[config.mk]
export PLATFORM = sky130hd
export DESIGN_NAME = display_cycler
export DESIGN_NICKNAME = d
export VERILOG_FILES = /design/src/rtl/display_pkg.sv /design/src/rtl/bin2bcd_seq.sv /design/src/rtl/display_cycler.sv
export SDC_FILE = /design/constraint.sdc
export NUM_CORES = 1
export LEC_CHECK = 0
export BUFFER_PORTS_ARGS = -buffer_cell sky130_fd_sc_hd__buf_2
export CAP_MARGIN = 20
export CORE_MARGIN = 5
export CORE_UTILIZATION = 40
export CTS_CLUSTER_DIAMETER = 60
export DETAILED_ROUTE_END_ITERATION = 7
export GPL_ROUTABILITY_DRIVEN = 1
export PLACE_DENSITY = 0.68
export SYNTH_ARGS = -nofsm -noshare
export SYNTH_HDL_FRONTEND = slang
export SYNTH_SLANG_ARGS = --single-unit
[constraint.sdc]
create_clock -name CLK -period 2.9 [get_ports CLK]
set_input_delay 0.145 -clock CLK [delete_from_list [all_inputs] [get_ports CLK]]
set_output_delay 0.145 -clock CLK [all_outputs]
set_load 0.01 [all_outputs]
[src/rtl/display_pkg.sv]
// -----------------------------------------------------------------------------
// display_pkg
// Shared constants and types for the step-tracker display output stage:
//   - active-low seven-segment patterns (bit 0 = segment a ... bit 6 = g)
//   - blank pattern, page index constants, saturation limit
//   - converter FSM state type and the nibble-to-segment decoder
// -----------------------------------------------------------------------------
package display_pkg;

  localparam logic [6:0] SEG_BLANK = 7'h7F;

  localparam logic [6:0] SEG_0 = 7'h40;
  localparam logic [6:0] SEG_1 = 7'h79;
  localparam logic [6:0] SEG_2 = 7'h24;
  localparam logic [6:0] SEG_3 = 7'h30;
  localparam logic [6:0] SEG_4 = 7'h19;
  localparam logic [6:0] SEG_5 = 7'h12;
  localparam logic [6:0] SEG_6 = 7'h02;
  localparam logic [6:0] SEG_7 = 7'h78;
  localparam logic [6:0] SEG_8 = 7'h00;
  localparam logic [6:0] SEG_9 = 7'h10;

  localparam logic [1:0] PG_STEPS   = 2'd0;
  localparam logic [1:0] PG_MILES   = 2'd1;
  localparam logic [1:0] PG_OVER32  = 2'd2;
  localparam logic [1:0] PG_HIGHACT = 2'd3;

  // Largest value the four decimal digits can show.
  localparam logic [13:0] SAT_MAX = 14'd9999;

  typedef enum logic [1:0] {
    ST_IDLE,
    ST_LOAD,
    ST_SHIFT,
    ST_DONE
  } conv_state_t;

  function automatic logic [6:0] seg_decode(input logic [3:0] nib);
    logic [6:0] pat;
    case (nib)
      4'd0:    pat = SEG_0;
      4'd1:    pat = SEG_1;
      4'd2:    pat = SEG_2;
      4'd3:    pat = SEG_3;
      4'd4:    pat = SEG_4;
      4'd5:    pat = SEG_5;
      4'd6:    pat = SEG_6;
      4'd7:    pat = SEG_7;
      4'd8:    pat = SEG_8;
      4'd9:    pat = SEG_9;
      default: pat = SEG_BLANK;
    endcase
    return pat;
  endfunction

endpackage

[src/rtl/bin2bcd_seq.sv]
// -----------------------------------------------------------------------------
// bin2bcd_seq
// Sequential 14-bit binary to 4-digit BCD converter (shift-add-3).
// Sequence: IDLE -> LOAD -> 14 x SHIFT -> DONE -> IDLE.
// Ports:
//   CLK, RESET   clock and synchronous active-high reset
//   start        begin a conversion when idle
//   abort        drop the conversion in flight and reload next cycle
//   bin[13:0]    binary value, captured in LOAD
//   done         high for the single DONE cycle; bcd is valid then
//   bcd[15:0]    four BCD nibbles, thousands in [15:12]
// -----------------------------------------------------------------------------
module bin2bcd_seq
  import display_pkg::*;
(
  input  logic        CLK,
  input  logic        RESET,
  input  logic        start,
  input  logic        abort,
  input  logic [13:0] bin,
  output logic        done,
  output logic [15:0] bcd
);

  conv_state_t r_state;
  logic [13:0] r_bin;
  logic [15:0] r_bcd;
  logic [3:0]  r_cnt;
  logic [15:0] w_adj;

  // Add 3 to every nibble that is 5 or more before it is doubled by the shift.
  generate
    for (genvar gi = 0; gi < 4; gi++) begin : g_adj
      assign w_adj[gi*4 +: 4] = (r_bcd[gi*4 +: 4] >= 4'd5) ? (r_bcd[gi*4 +: 4] + 4'd3)
                                                           : r_bcd[gi*4 +: 4];
    end
  endgenerate

  always_ff @(posedge CLK) begin
    if (RESET) begin
      r_state <= ST_IDLE;
      r_bin   <= '0;
      r_bcd   <= '0;
      r_cnt   <= '0;
    end else if (abort) begin
      // Restart from LOAD so the next capture sees the new input.
      r_state <= ST_LOAD;
    end else begin
      case (r_state)
        ST_IDLE: begin
          if (start) r_state <= ST_LOAD;
        end
        ST_LOAD: begin
          r_bin   <= bin;
          r_bcd   <= '0;
          r_cnt   <= '0;
          r_state <= ST_SHIFT;
        end
        ST_SHIFT: begin
          r_bcd <= {w_adj[14:0], r_bin[13]};
          r_bin <= {r_bin[12:0], 1'b0};
          if (r_cnt == 4'd13) r_state <= ST_DONE;
          else                r_cnt   <= r_cnt + 4'd1;
        end
        ST_DONE: begin
          r_state <= ST_IDLE;
        end
        default: r_state <= ST_IDLE;
      endcase
    end
  end

  assign done = (r_state == ST_DONE);
  assign bcd  = r_bcd;

endmodule

[src/rtl/display_cycler.sv]
// -----------------------------------------------------------------------------
// display_cycler
// Rotates four 14-bit readouts across a 4-digit seven-segment display.
// Parameters: CLK_HZ (clock Hz), DWELL_SEC (seconds per page),
//             SCAN_DIV (cycles each digit stays lit).
// Ports:
//   CLK, RESET                    clock, synchronous active-high reset
//   STEPS, MILES, OVER32, HIGHACT readouts for pages 0..3
//   PAGE                          page currently shown
//   AN0..AN3                      active-low anodes, AN0 rightmost
//   SEG                           active-low segments, SEG[0]=a .. SEG[6]=g
// Each page keeps its own last complete BCD result, so a revisited page shows
// immediately; a page is blank only until its first conversion completes.
// -----------------------------------------------------------------------------
module display_cycler
  import display_pkg::*;
#(
  parameter int CLK_HZ    = 100_000_000,
  parameter int DWELL_SEC = 2,
  parameter int SCAN_DIV  = 100_000
) (
  input  logic        CLK,
  input  logic        RESET,
  input  logic [13:0] STEPS,
  input  logic [13:0] MILES,
  input  logic [13:0] OVER32,
  input  logic [13:0] HIGHACT,
  output logic [1:0]  PAGE,
  output logic        AN0,
  output logic        AN1,
  output logic        AN2,
  output logic        AN3,
  output logic [6:0]  SEG
);

  localparam int DWELL_CYC = CLK_HZ * DWELL_SEC;
  localparam int DWELL_W   = (DWELL_CYC > 1) ? $clog2(DWELL_CYC) : 1;
  localparam int SCAN_W    = (SCAN_DIV > 1) ? $clog2(SCAN_DIV) : 1;
  localparam logic [DWELL_W-1:0] DWELL_LAST = DWELL_W'(DWELL_CYC - 1);
  localparam logic [SCAN_W-1:0]  SCAN_LAST  = SCAN_W'(SCAN_DIV - 1);

  logic [DWELL_W-1:0] r_dwell;
  logic [SCAN_W-1:0]  r_scan;
  logic [1:0]         r_page;
  logic [1:0]         r_idx;
  logic [3:0]         r_an;
  logic [6:0]         r_seg;
  logic [15:0]        r_disp [4];
  logic [3:0]         r_valid;

  logic        w_page_tick;
  logic        w_scan_tick;
  logic [13:0] w_raw;
  logic [13:0] w_sat;
  logic        w_done;
  logic [15:0] w_bcd;
  logic [15:0] w_cur;
  logic [3:0]  w_lz;
  logic [3:0]  w_nib;
  logic        w_blank;

  assign w_page_tick = (r_dwell == DWELL_LAST);
  assign w_scan_tick = (r_scan == SCAN_LAST);

  always_comb begin
    w_raw = STEPS;
    case (r_page)
      PG_STEPS:   w_raw = STEPS;
      PG_MILES:   w_raw = MILES;
      PG_OVER32:  w_raw = OVER32;
      PG_HIGHACT: w_raw = HIGHACT;
      default:    w_raw = STEPS;
    endcase
  end

  assign w_sat = (w_raw > SAT_MAX) ? SAT_MAX : w_raw;

  // The page tick doubles as the abort: the FSM reloads on the same edge that
  // PAGE advances, so LOAD captures the new page's value.
  bin2bcd_seq u_conv (
    .CLK   (CLK),
    .RESET (RESET),
    .start (1'b1),
    .abort (w_page_tick),
    .bin   (w_sat),
    .done  (w_done),
    .bcd   (w_bcd)
  );

  // Leading-zero flags: a digit is a leading zero if it and all higher
  // digits are zero. The ones digit is never blanked.
  assign w_cur   = r_disp[r_page];
  assign w_lz[3] = (w_cur[15:12] == 4'd0);
  assign w_lz[0] = 1'b0;
  generate
    for (genvar gi = 1; gi < 3; gi++) begin : g_lz
      assign w_lz[gi] = w_lz[gi+1] & (w_cur[gi*4 +: 4] == 4'd0);
    end
  endgenerate

  assign w_nib   = w_cur[r_idx*4 +: 4];
  assign w_blank = ~r_valid[r_page] | w_lz[r_idx];

  always_ff @(posedge CLK) begin
    if (RESET) begin
      r_dwell <= '0;
      r_scan  <= '0;
      r_page  <= PG_STEPS;
      r_idx   <= '0;
      r_an    <= 4'b1111;
      r_seg   <= SEG_BLANK;
      r_valid <= '0;
      for (int i = 0; i < 4; i++) r_disp[i] <= '0;
    end else begin
      if (w_page_tick) begin
        r_dwell <= '0;
        r_page  <= r_page + 2'd1;
      end else begin
        r_dwell <= r_dwell + DWELL_W'(1);
      end

      if (w_scan_tick) begin
        r_scan <= '0;
        r_idx  <= r_idx + 2'd1;
      end else begin
        r_scan <= r_scan + SCAN_W'(1);
      end

      // A result finishing on the page-tick cycle belongs to the outgoing
      // page's aborted run window and is dropped.
      if (w_done && !w_page_tick) begin
        r_disp[r_page]  <= w_bcd;
        r_valid[r_page] <= 1'b1;
      end

      r_an  <= ~(4'b0001 << r_idx);
      r_seg <= w_blank ? SEG_BLANK : seg_decode(w_nib);
    end
  end

  assign PAGE = r_page;
  assign AN0  = r_an[0];
  assign AN1  = r_an[1];
  assign AN2  = r_an[2];
  assign AN3  = r_an[3];
  assign SEG  = r_seg;

endmodule
==> results_dict.tcl <==
set metrics [dict create \
    run_status "finished, final reports clean" \
    num_vias 5821 \
    cts_buffer_depth 2 \
    antenna_left 0 \
    wl_per_cell_um 14.0 \
    power.density_mw_per_mm2 618 \
    first_iter_violations 505 \
    leakage_nw 3.52 \
    syn_area_mm2 0.00806 \
    ir_drop_uv 371 \
    use_met3_pct 3.19 \
    cts_buffers 17 \
    drtPass1Iterations 4 \
    finalCritPeriodShare_pct 95.3 \
    max_cap_violations 0 \
    cp_top_family "simple AND/OR/NAND/NOR gates" \
    grt_usage_pct 14.1 \
    synth-seq-area-share_pct 49.2 \
    rsz0062_at_grt "false" \
    start_util_pct 40.2 \
    fmax_mhz 362 \
    grt_pass1_wl_mm 27.0 \
    globalRouteOverflowTotal 0 \
    cts_tree "yes" \
    final-setup-viol-count 0 \
    synth_cell_types 55 \
    worstPathMaxFanout 16 \
    area_delta_synth_final_pct 16.7 \
    diodes 0 \
    root_buffer "clkbuf_16" \
    portBuffers 70 \
    dpl.hpwl_mm 11.7 \
    die_w_um 152 \
    final.min_clock_period_ns 2.76 \
    slowest_stage "or4b_1" \
    worstMarginPinSlew_ns 0.669 \
    synth_warnings 0 \
    grt_max_degree 38 \
    grtUsageMet2_pct 21.1 \
    syn-num-nets 879 \
    grt_antenna_before_repair 0 \
    critPathKind "reg -> reg" \
    crit_path_end_kind "register" \
    fin_skew_ns 0.00807 \
    synth_cells 793 \
    cts_hold_buf 0 \
    drc 0 \
    num_io_pins 71 \
    clkTransAtPathRegs_ns 0.06 \
    async_flop_share_pct 0 \
    hold_viol 0 \
    nFillCells 1861 \
    holdWs_ns 0.0446 \
    ys_seq_elements 166 \
    grt_pass1_vias 5442 \
    startpoint_type "register" \
    relSlewSlack_pct 55.4 \
    h-tree-depth 4 \
    die_area_mm2 0.0231 \
    drive_gt1_share_pct 17.8 \
    slowest_delay_ns 0.52 \
    min_path_type "in -> reg" \
    worst-path-buf-inv 1 \
    insertion_delay_ns 0.42 \
    synth_edf_count 64 \
    die_h_um 152 \
    busiest_layer "met2" \
    synth.avg_cell_area_um2 10.2 \
    postCtsSetupBuffers 0 \
    via_per_inst 5.04 \
    core_area_mm2 0.0200 \
    critical_path_required_ns 3.07 \
    numClockSinks 166 \
    crit_arrival_ns 2.93 \
    wirelength_mm 16.1 \
    use_met1_pct 20.5 \
    ys.flop_type "dfxtp_1" \
    setup_tns_ns 0 \
    fin_nets 959 \
    gp_congestion 0.852 \
    row_count 52 \
    path_cells "or4b_1 -> or4_4 -> nor4_4 -> nor3b_2 -> and3_1 -> or2_1 -> buf_4" \
    drv_slew 0 \
]
## synth_stat cells, types with 5 or more instances
master,count,area share [%]
ha_1,28,4.3
mux4_2,20,5.6
and3_1,8,0.62
o211ai_1,6,0.56
a21oi_1,49,3.0
nor4_1,5,0.39
mux2i_1,13,1.6
nand2_1,72,3.4
buf_2,8,0.50
clkbuf_1,20,0.93
nor2_1,70,3.3
nand4_1,18,1.4
inv_1,31,1.4
dfxtp_1,102,25
a211oi_1,6,0.56
nand2b_1,12,0.93
buf_1,5,0.23
o21ai_0,30,1.9
a22oi_1,8,0.75
nor3_1,12,0.75
nand3_1,30,1.9
a222oi_1,6,0.75
xnor2_1,27,2.9
and2_1,67,5.2
edfxtp_1,64,24
nor2b_1,6,0.47
xor2_1,20,2.2
## layer usage
metal  up-vias  wire [µm]
li1       2977          -
met1      2699       8060
met2       134       7060
met3        11        818
met4         0        198
met5         -          0
## final timing paths
| check | from | end | slack [ns] | cells past startpoint |
|---|---|---|---|---|
| worst max-delay path | r_dwell[12] | r_disp[0][4] | 0.14 | 7 |
| worst min-delay path | RESET | r_scan[2] | 0.04 | 2 |
| worst max register to register | r_dwell[12] | r_disp[0][4] | 0.14 | 7 |
| worst min register to register | r_scan[0] | r_scan[0] | 0.46 | 1 |
## stage by stage
step                cells  worst slack (ns)  area [µm²]  util (%)  total power (W)
CTS                  1156             0.118        9400      46.9          0.00586
global placement     1124             0.166        8810      44.0          0.00359
detailed placement   1124             0.133        8810      44.0          0.00361
floorplan             793            0.0246        8060         -          0.00336
global route         1156            0.0139        9400      46.9          0.00609
finish               1156             0.136        9400      46.9          0.00581
## cell families (layout without fill, tap and decap cells)
group	after synthesis	in the layout	synth area share, %
muxes	34	34	7.35
and+or+nand+nor	321	321	20.3
xor gates and xnor gates	47	47	5.11
AOI/OAI and AO/OA	127	127	9.99
buffers and inverters	70	163	3.67
adders and majority gates	28	28	4.35
DFF	166	166	49.2
## registers in the layout, summed over array words and instances, names as in the netlist, named ones only
register / flops
r_valid: 4
r_idx: 2
r_scan: 17
u_conv.r_state: 2
u_conv.r_cnt: 4
r_disp: 64
u_conv.r_bin: 14
PAGE: 2
SEG: 7
u_conv.bcd: 16
r_dwell: 28
r_an: 4
## report_power, final
part           total [W]  switching, W  internal (W)  leakage, nW
clock network    0.00225      0.000902       0.00134        0.275
logic           0.000915      0.000582      0.000333         1.76
registers        0.00265     0.0000774       0.00258         1.49
## layout by cell type (no fill, tap or decap), types with 26 or more instances in the layout
cell type | synthesis | routed
inv_1 | 31 | 31
dfxtp_1 | 102 | 102
nand2_1 | 72 | 72
nand3_1 | 30 | 30
o21ai_0 | 30 | 29
buf_4 | 2 | 26
buf_2 | 8 | 70
edfxtp_1 | 64 | 64
and2_1 | 67 | 67
a21oi_1 | 49 | 49
nor2_1 | 70 | 70
ha_1 | 28 | 28
xnor2_1 | 27 | 27
## cell type report
cell class	count	area, µm²	share of cell area (%)
inverter	33	124	1.32
clock buffer	18	429	4.56
sequential	166	3960	42.2
timing repair buffer	98	586	6.23
tap	270	338	3.59
clock inverter	14	158	1.68
multi-input combinational	557	3800	40.5
## repair_timing
item	in CTS	in global routing
endpoints found under the hold margin	0	0
gates resized for setup	0	3
endpoints found under the setup margin	0	28
No activity file was read; power rests on OpenSTA's default activity.
